### src/rtl/wb_mux_n.sv
// Wishbone 1-to-N address-decoding interconnect with decode-error and watchdog handling.
// One request at a time: decode in IDLE, forward in ACTIVE, single-cycle error in DECERR.
module wb_mux_n #(
    parameter int unsigned DATA_WIDTH     = 32,
    parameter int unsigned ADDR_WIDTH     = 32,
    parameter int unsigned SELECT_WIDTH   = DATA_WIDTH / 8,
    parameter int unsigned NUM_SLAVES     = 4,
    parameter int unsigned TIMEOUT_CYCLES = 255
) (
    input  logic                               clk,
    input  logic                               rst,

    input  logic [ADDR_WIDTH-1:0]              wb_master_adr_i,
    input  logic [DATA_WIDTH-1:0]              wb_master_dat_i,
    output logic [DATA_WIDTH-1:0]              wb_master_dat_o,
    input  logic                               wb_master_we_i,
    input  logic [SELECT_WIDTH-1:0]            wb_master_sel_i,
    input  logic                               wb_master_stb_i,
    input  logic                               wb_master_cyc_i,
    output logic                               wb_master_ack_o,
    output logic                               wb_master_err_o,
    output logic                               wb_master_rty_o,

    output logic [NUM_SLAVES*ADDR_WIDTH-1:0]   wb_slave_adr_o,
    output logic [NUM_SLAVES*DATA_WIDTH-1:0]   wb_slave_dat_o,
    input  logic [NUM_SLAVES*DATA_WIDTH-1:0]   wb_slave_dat_i,
    output logic [NUM_SLAVES-1:0]              wb_slave_we_o,
    output logic [NUM_SLAVES*SELECT_WIDTH-1:0] wb_slave_sel_o,
    output logic [NUM_SLAVES-1:0]              wb_slave_stb_o,
    output logic [NUM_SLAVES-1:0]              wb_slave_cyc_o,
    input  logic [NUM_SLAVES-1:0]              wb_slave_ack_i,
    input  logic [NUM_SLAVES-1:0]              wb_slave_err_i,
    input  logic [NUM_SLAVES-1:0]              wb_slave_rty_i,

    input  logic [NUM_SLAVES*ADDR_WIDTH-1:0]   wbs_addr,
    input  logic [NUM_SLAVES*ADDR_WIDTH-1:0]   wbs_addr_msk,

    output logic                               busy_o,
    output logic                               timeout_o
);

    localparam int unsigned IDX_W   = (NUM_SLAVES > 1) ? $clog2(NUM_SLAVES) : 1;
    localparam int unsigned CNT_W   = (TIMEOUT_CYCLES > 0) ? $clog2(TIMEOUT_CYCLES + 1) : 1;
    localparam bit          WDOG_EN = (TIMEOUT_CYCLES != 0);

    typedef enum logic [1:0] {
        ST_IDLE   = 2'd0,
        ST_ACTIVE = 2'd1,
        ST_DECERR = 2'd2
    } state_t;

    state_t             state;
    logic [IDX_W-1:0]   idx;
    logic [CNT_W-1:0]   cnt;

    logic               req;
    logic               hit;
    logic [IDX_W-1:0]   hit_idx;
    logic [NUM_SLAVES-1:0] sel_oh;
    logic               sl_ack;
    logic               sl_err;
    logic               sl_rty;
    logic [DATA_WIDTH-1:0] sl_dat;
    logic               active;
    logic               expire;
    logic               fwd;
    logic               resp_any;

    assign req = wb_master_cyc_i & wb_master_stb_i;

    // Address decode: lowest matching slave index wins.
    always_comb begin
        hit     = 1'b0;
        hit_idx = '0;
        for (int unsigned k = 0; k < NUM_SLAVES; k++) begin
            if (!hit && (((wb_master_adr_i ^ wbs_addr[k*ADDR_WIDTH +: ADDR_WIDTH])
                          & wbs_addr_msk[k*ADDR_WIDTH +: ADDR_WIDTH]) == '0)) begin
                hit     = 1'b1;
                hit_idx = IDX_W'(k);
            end
        end
    end

    // Select the latched slave's response lines; all others are ignored.
    always_comb begin
        sel_oh = '0;
        sl_ack = 1'b0;
        sl_err = 1'b0;
        sl_rty = 1'b0;
        sl_dat = '0;
        for (int unsigned k = 0; k < NUM_SLAVES; k++) begin
            if (idx == IDX_W'(k)) begin
                sel_oh[k] = 1'b1;
                sl_ack    = wb_slave_ack_i[k];
                sl_err    = wb_slave_err_i[k];
                sl_rty    = wb_slave_rty_i[k];
                sl_dat    = wb_slave_dat_i[k*DATA_WIDTH +: DATA_WIDTH];
            end
        end
    end

    // rst masks every output in the cycle it is asserted, not only after the edge.
    assign active   = (state == ST_ACTIVE) && !rst;
    assign expire   = WDOG_EN && active && wb_master_cyc_i && (cnt == CNT_W'(TIMEOUT_CYCLES));
    assign fwd      = active && req && !expire;

    assign wb_master_ack_o = fwd & sl_ack;
    assign wb_master_rty_o = fwd & sl_rty;
    assign wb_master_err_o = (fwd & sl_err) | expire
                           | ((state == ST_DECERR) && !rst && req);
    assign resp_any        = wb_master_ack_o | wb_master_err_o | wb_master_rty_o;

    assign wb_master_dat_o = active ? sl_dat : '0;
    assign busy_o          = (state != ST_IDLE) && !rst;
    assign timeout_o       = expire;

    // Only the latched slave sees the handshake; the watchdog withdraws stb/cyc on expiry.
    always_comb begin
        wb_slave_stb_o = '0;
        wb_slave_cyc_o = '0;
        wb_slave_we_o  = '0;
        for (int unsigned k = 0; k < NUM_SLAVES; k++) begin
            if (active && sel_oh[k]) begin
                wb_slave_stb_o[k] = wb_master_stb_i & !expire;
                wb_slave_cyc_o[k] = wb_master_cyc_i & !expire;
                wb_slave_we_o[k]  = wb_master_we_i;
            end
        end
    end

    for (genvar g = 0; g < NUM_SLAVES; g++) begin : g_bcast
        assign wb_slave_adr_o[g*ADDR_WIDTH +: ADDR_WIDTH]     = wb_master_adr_i;
        assign wb_slave_dat_o[g*DATA_WIDTH +: DATA_WIDTH]     = wb_master_dat_i;
        assign wb_slave_sel_o[g*SELECT_WIDTH +: SELECT_WIDTH] = wb_master_sel_i;
    end

    // State, latched slave index and watchdog counter.
    always_ff @(posedge clk) begin
        if (rst) begin
            state <= ST_IDLE;
            idx   <= '0;
            cnt   <= '0;
        end else begin
            case (state)
                ST_IDLE: begin
                    if (req) begin
                        if (hit) begin
                            idx   <= hit_idx;
                            cnt   <= '0;
                            state <= ST_ACTIVE;
                        end else begin
                            state <= ST_DECERR;
                        end
                    end
                end
                ST_ACTIVE: begin
                    if (!wb_master_cyc_i || expire || resp_any) begin
                        state <= ST_IDLE;
                    end else if (WDOG_EN) begin
                        cnt <= cnt + CNT_W'(1);
                    end
                end
                ST_DECERR: state <= ST_IDLE;
                default:   state <= ST_IDLE;
            endcase
        end
    end

endmodule
### config.mk
export PLATFORM = sky130hd
export DESIGN_NAME = wb_mux_n
export DESIGN_NICKNAME = d
export VERILOG_FILES = /design/src/rtl/wb_mux_n.sv
export SDC_FILE = /design/constraint.sdc
export NUM_CORES = 1
export LEC_CHECK = 0
export ABC_CLOCK_PERIOD_IN_PS = 2600
export CORE_AREA = 2 2 303 305
export DETAILED_ROUTE_END_ITERATION = 10
export DIE_AREA = 0 0 305 307
export GPL_ROUTABILITY_DRIVEN = 0
export HOLD_SLACK_MARGIN = 0.12
export MAX_ROUTING_LAYER = met4
export SLEW_MARGIN = 20
export SYNTH_ARGS = -nofsm -noshare
export SYNTH_HDL_FRONTEND = slang
export SYNTH_SLANG_ARGS = --single-unit
### constraint.sdc
create_clock -name clk -period 2.6 [get_ports clk]
set_input_delay 0.52 -clock clk [delete_from_list [all_inputs] [get_ports clk]]
set_output_delay 0.52 -clock clk [all_outputs]
set_load 0.02 [all_outputs]
==> flow_summary_export.csv, run 1 <==
group,metric,value,unit
route,wl_per_cell,19.19,um
setup_path,rrSetupSlack,-230,ps
finish,drive_above_1_share,0.2596,
sta,fin_worst_skew,0.6564,ps
route,avgViaCountPerCell,2.762,
finish,fill_cells,10340,
cts,cts.root.buffer_cell,"clkbuf_16",
global_routing,grt_max_degree,31,
cts,ctsHtreeMaxLevel,1,
setup_path,crit_path_start,"idx[0]",
sta,hold_viol,0,
sta,timing.final.crit_share,1.090,
power_and_ir_drop,p_per_area,181.6,mW/mm^2
finish,ff_latch_area,245.2,sq um
synthesis,synth_compound_area_frac,0.1157,
route,drc_errors,0,
sta,min_period,2834,ps
cts,numCtsBuffers,3,
cts,postCtsHoldBufs,0,
min_path,hold_depth,2,
setup_path,reg2reg_to,"cnt[6]",
synthesis,yosys.cell_types.count,35,
finish,final_common_cell,"clkdlybuf4s50_1",
route,drtIter0Drc,283,
global_routing,grt_pass1_vias,6821,
min_path,hold_path.class,"reg -> reg",
setup_path,worstPathMaxFanout,6,
sta,slew_viol_final,0,
synthesis,ys_ff_latch,12,
placed_design,port_buffers,609,
power_and_ir_drop,worst_ir_drop_vdd,0.0001410,V
global_routing,antenna_found_initial,25,
sta,rsz0062_at_grt,"yes",
global_routing,grt_overflow_total,0,
power_and_ir_drop,leakage,0.004919,uW
setup_path,cp-end-kind,"flop",
finish,area_delta_synth_final,131.0,%
job,max-cap-violations,0,
floorplanning,start_util,0.06203,
synthesis,synthSimpleGateAreaFrac,0.1210,
power_and_ir_drop,power.total,2359,uW
setup_path,r2r-start,"idx[0]",
synthesis,synth_warnings,0,
sta,slew_headroom,0.5960,
synthesis,synth.mux.area_fraction,0.1401,
status,status,"finished with violations",
synthesis,synth_nets,1139,
global_routing,track_usage,0.09231,
floorplanning,ios,790,
sta,fmax,352.9,MHz
setup_path,cp.arrival,2970,ps
synthesis,yosysSeqAreaShare,0.04270,
route,via_count,6471,
floorplanning,die_x,305,um
setup_path,r2r_cells,7,
route,postRouteAntennaNets,0,
synthesis,synthArstFlopShare,0,
synthesis,synth_top_family_by_area,"buffers and inverters",
cts,cts_buffer_depth,2,
finish,final_cell_mix,"499 x clkdlybuf4s50_1, 117 x buf_4, 102 x xor2_1, 71 x dlygate4sd2_1, 37 x a22oi_1",
placed_design,hpwl,41.35,mm
finish,nNetsFinal,1611,
sta,whs,505.5,ps
setup_path,start_kind,"flop",
min_path,min_from,"cnt[1]",
synthesis,avgSynthCellArea,8.409,sq um
floorplanning,dieArea,0.09364,sq mm
floorplanning,die_h,307,um
setup_path,cp-endpoint,"cnt[6]",
floorplanning,row_count,111,
setup_path,cp.required,2740,ps
finish,multiInputGateArea,0.003821,sq mm
global_routing,grt_pass1_wl,57.04,mm
status,failed_checks,"negative setup slack",
sta,finalSetupViolations,23,
route,wl,44.96,mm
cts,tritoncts,"yes",
setup_path,setup.worst_path.class,"reg -> reg",
cts,clkSinkCount,12,
synthesis,synth-xor-area-share,0.1993,
cts,path_clk_slew,40,ps
sta,tightest_slew,606.0,ps
synthesis,synth_edf_count,0,
synthesis,synth_fa_ha_area_frac,0.002224,
sta,layout_setup_ws,-234.0,ps
synthesis,synth_cells,669,
synthesis,ys.flop_type,"dfxtp_1",
cts,insertion_delay,240,ps
floorplanning,coreArea,0.09069,sq mm
route,drt-pass1-iter-count,4,
synthesis,syn-cell-area,0.005625,sq mm
[kinds of logic after synthesis]
logic type / Yosys count
adder cells (fa/ha/maj): 1
flip-flops: 12
multiplexers: 35
XOR/XNOR: 128
AND/OR/NAND/NOR: 121
buffers and inverters: 290
AO/OA/AOI/OAI: 82
[cells in the mapped netlist (2+ instances only)]
cell      number  share of area
o31ai_2        4         0.0089
dfxtp_1       12          0.043
a21o_1         7         0.0093
mux4_2        35           0.14
nor4_1         5         0.0056
buf_4        272           0.36
nand2_1       10         0.0067
a22oi_1       64          0.085
or2_2          3         0.0033
xor2_1       128           0.20
a21oi_1        2         0.0018
and2_1        34          0.038
nand3_1       11         0.0098
buf_6          3         0.0060
nor2_1        17          0.011
nand4_1       16          0.018
nand2b_1       3         0.0033
buf_1          3         0.0020
clkbuf_1      11         0.0073
nor2b_1        6         0.0067
nor3_1         9         0.0080
[what timing repair did]
item,CTS,global route
buffers inserted,12,4
cloned,0,0
pin swaps,57,27
setup endpoints to repair,55,29
resized for setup,203,62
[worst max-delay path: stages, from the launching register on]
cell     delay, ps
dfxtp_4        450
mux4_2         680
a21o_1         230
a32o_2         230
or4_4          540
and3b_2        270
buf_12         140
a21o_1         160
[power by group]
group / switching [uW] / total [uW] / internal [uW] / leakage, uW
registers: 0.634 / 185 / 184 / 0.0000981
logic: 764 / 1860 / 1090 / 0.00478
clock network: 84.8 / 317 / 232 / 0.0000443
total: 850 / 2360 / 1510 / 0.00492
[worst min-delay path by stage]
| stage | end | slack (ps) |
|---|---|---|
| after global routing | cnt[1] | 540 |
| after CTS | cnt[1] | 490 |
| after floorplan | cnt[1] | 460 |
| after global placement | cnt[1] | 480 |
| after detailed placement | cnt[1] | 490 |
| final | cnt[1] | 510 |
[registers in the layout, indices dropped and copies added, names as in the netlist]
register,count
cnt,8
state,2
idx,2
[per-layer routing]
metal	vias up	global-route usage	part of all wire
li1	3009	-	-
met1	2944	0.1176	0.44
met2	416	0.1432	0.45
met3	102	0.02646	0.088
met4	0	0.02210	0.026
met5	-	-	0
[final cells by class]
class,count,area share
clock buffer,4,0.006837
antenna,17,0.003274
tap,1186,0.1142
sequential,12,0.01888
timing repair buffer,756,0.5624
multi-input combinational,367,0.2941
inverter,1,0.0002889
[per-stage QoR]
stage	instances	setup TNS [ps]	utilization	setup WS [ps]	cell area (sq um)
after floorplan	669	0	-	13.99	5628
after global placement	2314	-22290	0.1349	-1550	12240
after detailed placement	2314	-21410	0.1349	-1479	12240
after CTS	2324	-4880	0.1411	-285.6	12790
after global routing	2342	-5755	0.1432	-288.9	12990
final	2343	-4141	0.1433	-234.0	12990
Note: power is estimated with default switching activity, not from simulation.
==> run 2, diff against run 1 <==
--- a/config.mk
+++ b/config.mk
@@ -5,10 +5,11 @@
 export SDC_FILE = /design/constraint.sdc
 export NUM_CORES = 1
 export LEC_CHECK = 0
+export ABC_AREA = 1
 export ABC_CLOCK_PERIOD_IN_PS = 2600
-export CORE_AREA = 2 2 303 305
+export CORE_AREA = 2 2 305 307
 export DETAILED_ROUTE_END_ITERATION = 10
-export DIE_AREA = 0 0 305 307
+export DIE_AREA = 0 0 307 309
 export GPL_ROUTABILITY_DRIVEN = 0
 export HOLD_SLACK_MARGIN = 0.12
 export MAX_ROUTING_LAYER = met4
==> run 2 against run 1 <==
  * The flow now stops in detailed routing
  * Synthesized cell count rose by 86%
  * Global-route usage rose by 0.47 points
  * Synthesized area rose by 16%
==> flow_summary_export.csv, run 2 <==
group,metric,value,unit
status,status,"aborted with a tool error",
status,failed_stage,"detailed routing",
status,stop_error,"[ERROR DRT-0255] Maze Route cannot find path of net wb_master_dat_i[5] in worker of routeBox ( 289800 96600 ) ( 307000 144900 ).",
synthesis,synth.mux.area_fraction,0,
cts,cts.root.buffer_cell,"clkbuf_16",
floorplanning,ios,790,
floorplanning,die_x,307,um
cts,clkSinkCount,12,
synthesis,synthArstFlopShare,0,
synthesis,synth_cells,1247,
synthesis,synthSimpleGateAreaFrac,0.4531,
global_routing,track_usage,0.09699,
synthesis,synth-xor-area-share,0.001337,
synthesis,synth_warnings,0,
synthesis,synth_area_leaders,"buf_4 31%, nand2_1 22%, nand3_1 12%, inv_1 8.9%, nor2_1 5.3%",
floorplanning,row_count,111,
placed_design,hpwl,43.79,mm
synthesis,synth_nets,1717,
placed_design,placed_area,0.01325,sq mm
synthesis,yosys.cell_types.count,33,
global_routing,grt_pass1_vias,9047,
placed_design,port_buffers,609,
global_routing,grt_pass1_wl,63.26,mm
synthesis,yosysTopAreaCellShare,0.3129,
cts,ctsHtreeMaxLevel,1,
cts,postCtsHoldBufs,0,
global_routing,grt_max_degree,19,
floorplanning,die_h,309,um
synthesis,synth_fa_ha_area_frac,0.001910,
synthesis,synth_top_family_by_area,"simple AND/OR/NAND/NOR gates",
cts,numCtsBuffers,3,
cts,cts_buffer_depth,2,
floorplanning,start_util,0.07168,
global_routing,antenna_found_initial,27,
synthesis,synth_compound_area_frac,0.08940,
synthesis,ys_ff_latch,12,
synthesis,syn-cell-area,0.006550,sq mm
sta,worstEndpointType,"sequential cell input",
synthesis,yosysMostFrequentCell,"nand2_1",
synthesis,yosys.area.top_type,"buf_4",
synthesis,avgSynthCellArea,5.253,sq um
synthesis,yosysSeqAreaShare,0.03668,
global_routing,grt_overflow_total,0,
synthesis,synth_edf_count,0,
synthesis,synthTopCellsByCount,"376 x nand2_1, 273 x buf_4, 158 x nand3_1, 155 x inv_1, 92 x nor2_1",
synthesis,ys.flop_type,"dfxtp_1",
sta,postGrtWorstEndpoint,"cnt[3]$_SDFFE_PP0P_/D",
==> run 2: logic make-up after synthesis <==
kind of cell	count (synthesis)
flops	12
buf+inv	450
simple gates	690
fa+ha+maj	1
compound gates	93
xor+xnor	1
==> run 2: metrics by stage <==
| step | instances | hold slack (ps) | setup WS, ps |
|---|---|---|---|
| floorplan | 1247 | 474.3 | 298.8 |
| detailed placement | 2888 | 503.6 | -851.9 |
| CTS | 2894 | 511.1 | 3.344 |
| global route | 2917 | 539.2 | 0.3411 |
| global placement | 2888 | 508.9 | -867.3 |
==> run 2: per-layer routing <==
metal	GRT usage
met4	0.03335
met1	0.1098
met2	0.1618
met5	-
met3	0.02980
==> run 2: what timing repair did <==
item                       CTS  global route
pin swaps                    8            14
setup endpoints to repair   63            20
buffers inserted             1             6
gates resized for setup    108            61
cloned                       1             2
hold endpoints to repair     0             0
==> run 3, diff against run 2 <==
--- a/config.mk
+++ b/config.mk
@@ -6,13 +6,12 @@
 export NUM_CORES = 1
 export LEC_CHECK = 0
 export ABC_AREA = 1
-export ABC_CLOCK_PERIOD_IN_PS = 2600
+export ABC_CLOCK_PERIOD_IN_PS = 3400
 export CORE_AREA = 2 2 305 307
 export DETAILED_ROUTE_END_ITERATION = 10
 export DIE_AREA = 0 0 307 309
 export GPL_ROUTABILITY_DRIVEN = 0
-export HOLD_SLACK_MARGIN = 0.12
-export MAX_ROUTING_LAYER = met4
+export PLACE_DENSITY_LB_ADDON = 0.15
 export SLEW_MARGIN = 20
 export SYNTH_ARGS = -nofsm -noshare
 export SYNTH_HDL_FRONTEND = slang
==> constraint.sdc (replaced) <==
create_clock -name clk -period 3.4 [get_ports clk]
set_input_delay 0.68 -clock clk [delete_from_list [all_inputs] [get_ports clk]]
set_output_delay 0.68 -clock clk [all_outputs]
set_load 0.02 [all_outputs]
==> run 3 against run 2 <==
  * Synthesized area stayed put
  * Synthesized cell count stayed put
  * The run now ends clean
  * Global-route usage is 0.65 points lower
==> flow_summary_export.csv, run 3 <==
group,metric,value,unit
cts,cts_resized,0,
finish,area_delta_synth_final,94.71,%
setup_path,start_kind,"input port",
synthesis,yosysSeqAreaShare,0.03668,
cts,path_clk_slew,40,ps
synthesis,synth_warnings,0,
setup_path,crit_top_cell,"inv_1",
route,via_count,8590,
finish,largest_register_ffs,8,
sta,tightest_slew,701.6,ps
synthesis,synth_edf_count,0,
floorplanning,coreArea,0.09139,sq mm
route,avgViaCountPerCell,3.040,
setup_path,cp-end-kind,"output pin",
placed_design,hpwl,42.17,mm
global_routing,grt_pass1_wl,62.33,mm
finish,nNetsFinal,2109,
cts,tritoncts,"yes",
setup_path,r2r_cells,8,
finish,max_flop_register,"cnt",
sta,finalSetupViolations,0,
setup_path,cp.required,2720,ps
sta,slew_viol_final,0,
job,max-cap-violations,0,
cts,cts_setup_buffers,0,
sta,timing.final.crit_share,0.9646,
route,drc_errors,0,
setup_path,cp_slowest_cell,"clkdlybuf4s50_1",
synthesis,syn-cell-area,0.006550,sq mm
cts,postCtsHoldBufs,0,
power_and_ir_drop,worst_ir_drop_vdd,0.00007194,V
min_path,whs_endpoint,"cnt[7]",
route,drt-pass1-iter-count,4,
global_routing,grt_pass1_vias,8578,
cts,numCtsBuffers,3,
floorplanning,dieArea,0.09486,sq mm
floorplanning,die_h,309,um
synthesis,synthTopCellsByCount,"376 x nand2_1, 273 x buf_4, 158 x nand3_1, 155 x inv_1, 92 x nor2_1",
setup_path,reg2reg_to,"cnt[5]",
finish,final_common_cell,"clkdlybuf4s50_1",
cts,clkSinkCount,12,
setup_path,rrSetupSlack,910,ps
synthesis,synth_area_leaders,"buf_4 31%, nand2_1 22%, nand3_1 12%, inv_1 8.9%, nor2_1 5.3%",
min_path,hold_path.class,"reg -> reg",
route,drtIter0Drc,312,
sta,tns,0,ps
synthesis,yosysMostFrequentCell,"nand2_1",
global_routing,grt_overflow_total,0,
finish,final_cell_mix,"582 x clkdlybuf4s50_1, 376 x nand2_1, 158 x nand3_1, 155 x inv_1, 91 x nor2_1",
setup_path,cp.arrival,2600,ps
floorplanning,die_x,307,um
min_path,hold_depth,2,
cts,ctsHtreeMaxLevel,1,
route,postRouteAntennaNets,0,
sta,fmax,304.9,MHz
synthesis,avgSynthCellArea,5.253,sq um
setup_path,worstPathMaxFanout,11,
finish,design_area,0.01275,sq mm
sta,fin_worst_skew,3.221,ps
finish,top_regs,"cnt x8, idx x2, state x2",
placed_design,placed_area,0.01260,sq mm
power_and_ir_drop,leakage,0.005912,uW
setup_path,critPathMaxStageDelay,610,ps
sta,layout_setup_ws,120.4,ps
floorplanning,ios,790,
setup_path,worst_path_dominant_cell_family,"buffers and inverters",
setup_path,setup.worst_path.class,"in -> out",
global_routing,grt_max_degree,20,
finish,fill_cells,10600,
synthesis,ys_ff_latch,12,
cts,cts.root.buffer_cell,"clkbuf_16",
synthesis,ys.flop_type,"dfxtp_1",
sta,min_period,3280,ps
global_routing,antenna_found_initial,10,
finish,drive_above_1_share,0.07875,
cts,cts_buffer_depth,2,
synthesis,yosys.cell_types.count,33,
setup_path,crit_buf_inv,7,
power_and_ir_drop,p_per_area,135.6,mW/mm^2
sta,slew_headroom,0.5308,
floorplanning,start_util,0.07168,
placed_design,place_ws,-116.0,ps
synthesis,synthArstFlopShare,0,
setup_path,r2r-start,"idx[0]",
min_path,min_from,"cnt[7]",
route,wl_per_cell,16.38,um
synthesis,synth_cells,1247,
route,wl,46.29,mm
cts,insertion_delay,240,ps
placed_design,port_buffers,609,
global_routing,track_usage,0.09045,
synthesis,synth_nets,1717,
status,status,"completed",
synthesis,yosys.area.top_type,"buf_4",
setup_path,crit_chain,"clkdlybuf4s50_1, inv_1, nand2_4, buf_4, inv_1, buf_4, o211ai_1, inv_1, clkdlybuf4s50_1",
floorplanning,row_count,111,
synthesis,yosysTopAreaCellShare,0.3129,
sta,hold_viol,0,
-- run 3: power breakdown --
part           leakage (uW)  switching, uW  total, uW  internal (uW)
Combinational       0.00577            564       1330            765
Sequential        0.0000974           8.67        159            150
Clock             0.0000442           63.4        241            178
Total               0.00591            636       1730           1090
-- run 3: tightest hold or removal path: stages, from the launching register on --
cell and delay (ps):
dfxtp_1 340, a21oi_1 50, nor2_1 90
-- run 3: layout make-up --
class	instances	area (sq um)	share of cell area
well taps	1186	1484	0.1164
repair buffers	680	6769	0.5308
inverters	157	589.3	0.04621
clock buffers	4	88.84	0.006966
multi-input cells	785	3577	0.2805
flip-flops and latches	12	240.2	0.01884
diodes	2	5.005	0.0003924
-- run 3: logic make-up (layout without fill, tap and decap cells) --
family          after synthesis  in the layout  synth area share
buf+inv                     450            841            0.4176
compound gates               93             93           0.08940
fa+ha+maj                     1              1          0.001910
flops                        12             12           0.03668
xor+xnor                      1              1          0.001337
simple gates                690            690            0.4531
other cells                   0              2                 0
-- run 3: how the worst max path moves through the flow --
stage	startpoint	end	slack (ps)	depth (start not counted)
6_report	rst	wb_master_dat_o[13]	120	9
5_1_grt	rst	wb_master_dat_o[22]	-10	8
4_1_cts	rst	wb_master_dat_o[14]	60	8
3_5_place_dp	wb_master_adr_i[8]	cnt[1]	-120	15
3_3_place_gp	wb_master_adr_i[1]	cnt[3]	-100	15
2_1_floorplan	rst	wb_master_dat_o[20]	880	6
-- run 3: per-layer routing --
layer	vias to the layer above	global-route usage	share of wire
met3	26	0.03069	0.095
met5	-	0	0.0012
met2	488	0.1685	0.49
met1	3666	0.1025	0.40
met4	8	0.008281	0.0060
li1	4402	-	-
-- run 3: per-stage QoR --
| stage | hold WS [ps] | power (uW) | utilization | cells |
|---|---|---|---|---|
| 6_report | 517.7 | 1729 | 0.1396 | 2826 |
| 2_1_floorplan | 474.3 | 917.5 | - | 1247 |
| 3_3_place_gp | 505.8 | 1521 | 0.1379 | 2820 |
| 4_1_cts | 520.3 | 1776 | 0.1388 | 2824 |
| 5_1_grt | 549.6 | 1861 | 0.1396 | 2826 |
| 3_5_place_dp | 511.9 | 1521 | 0.1379 | 2820 |
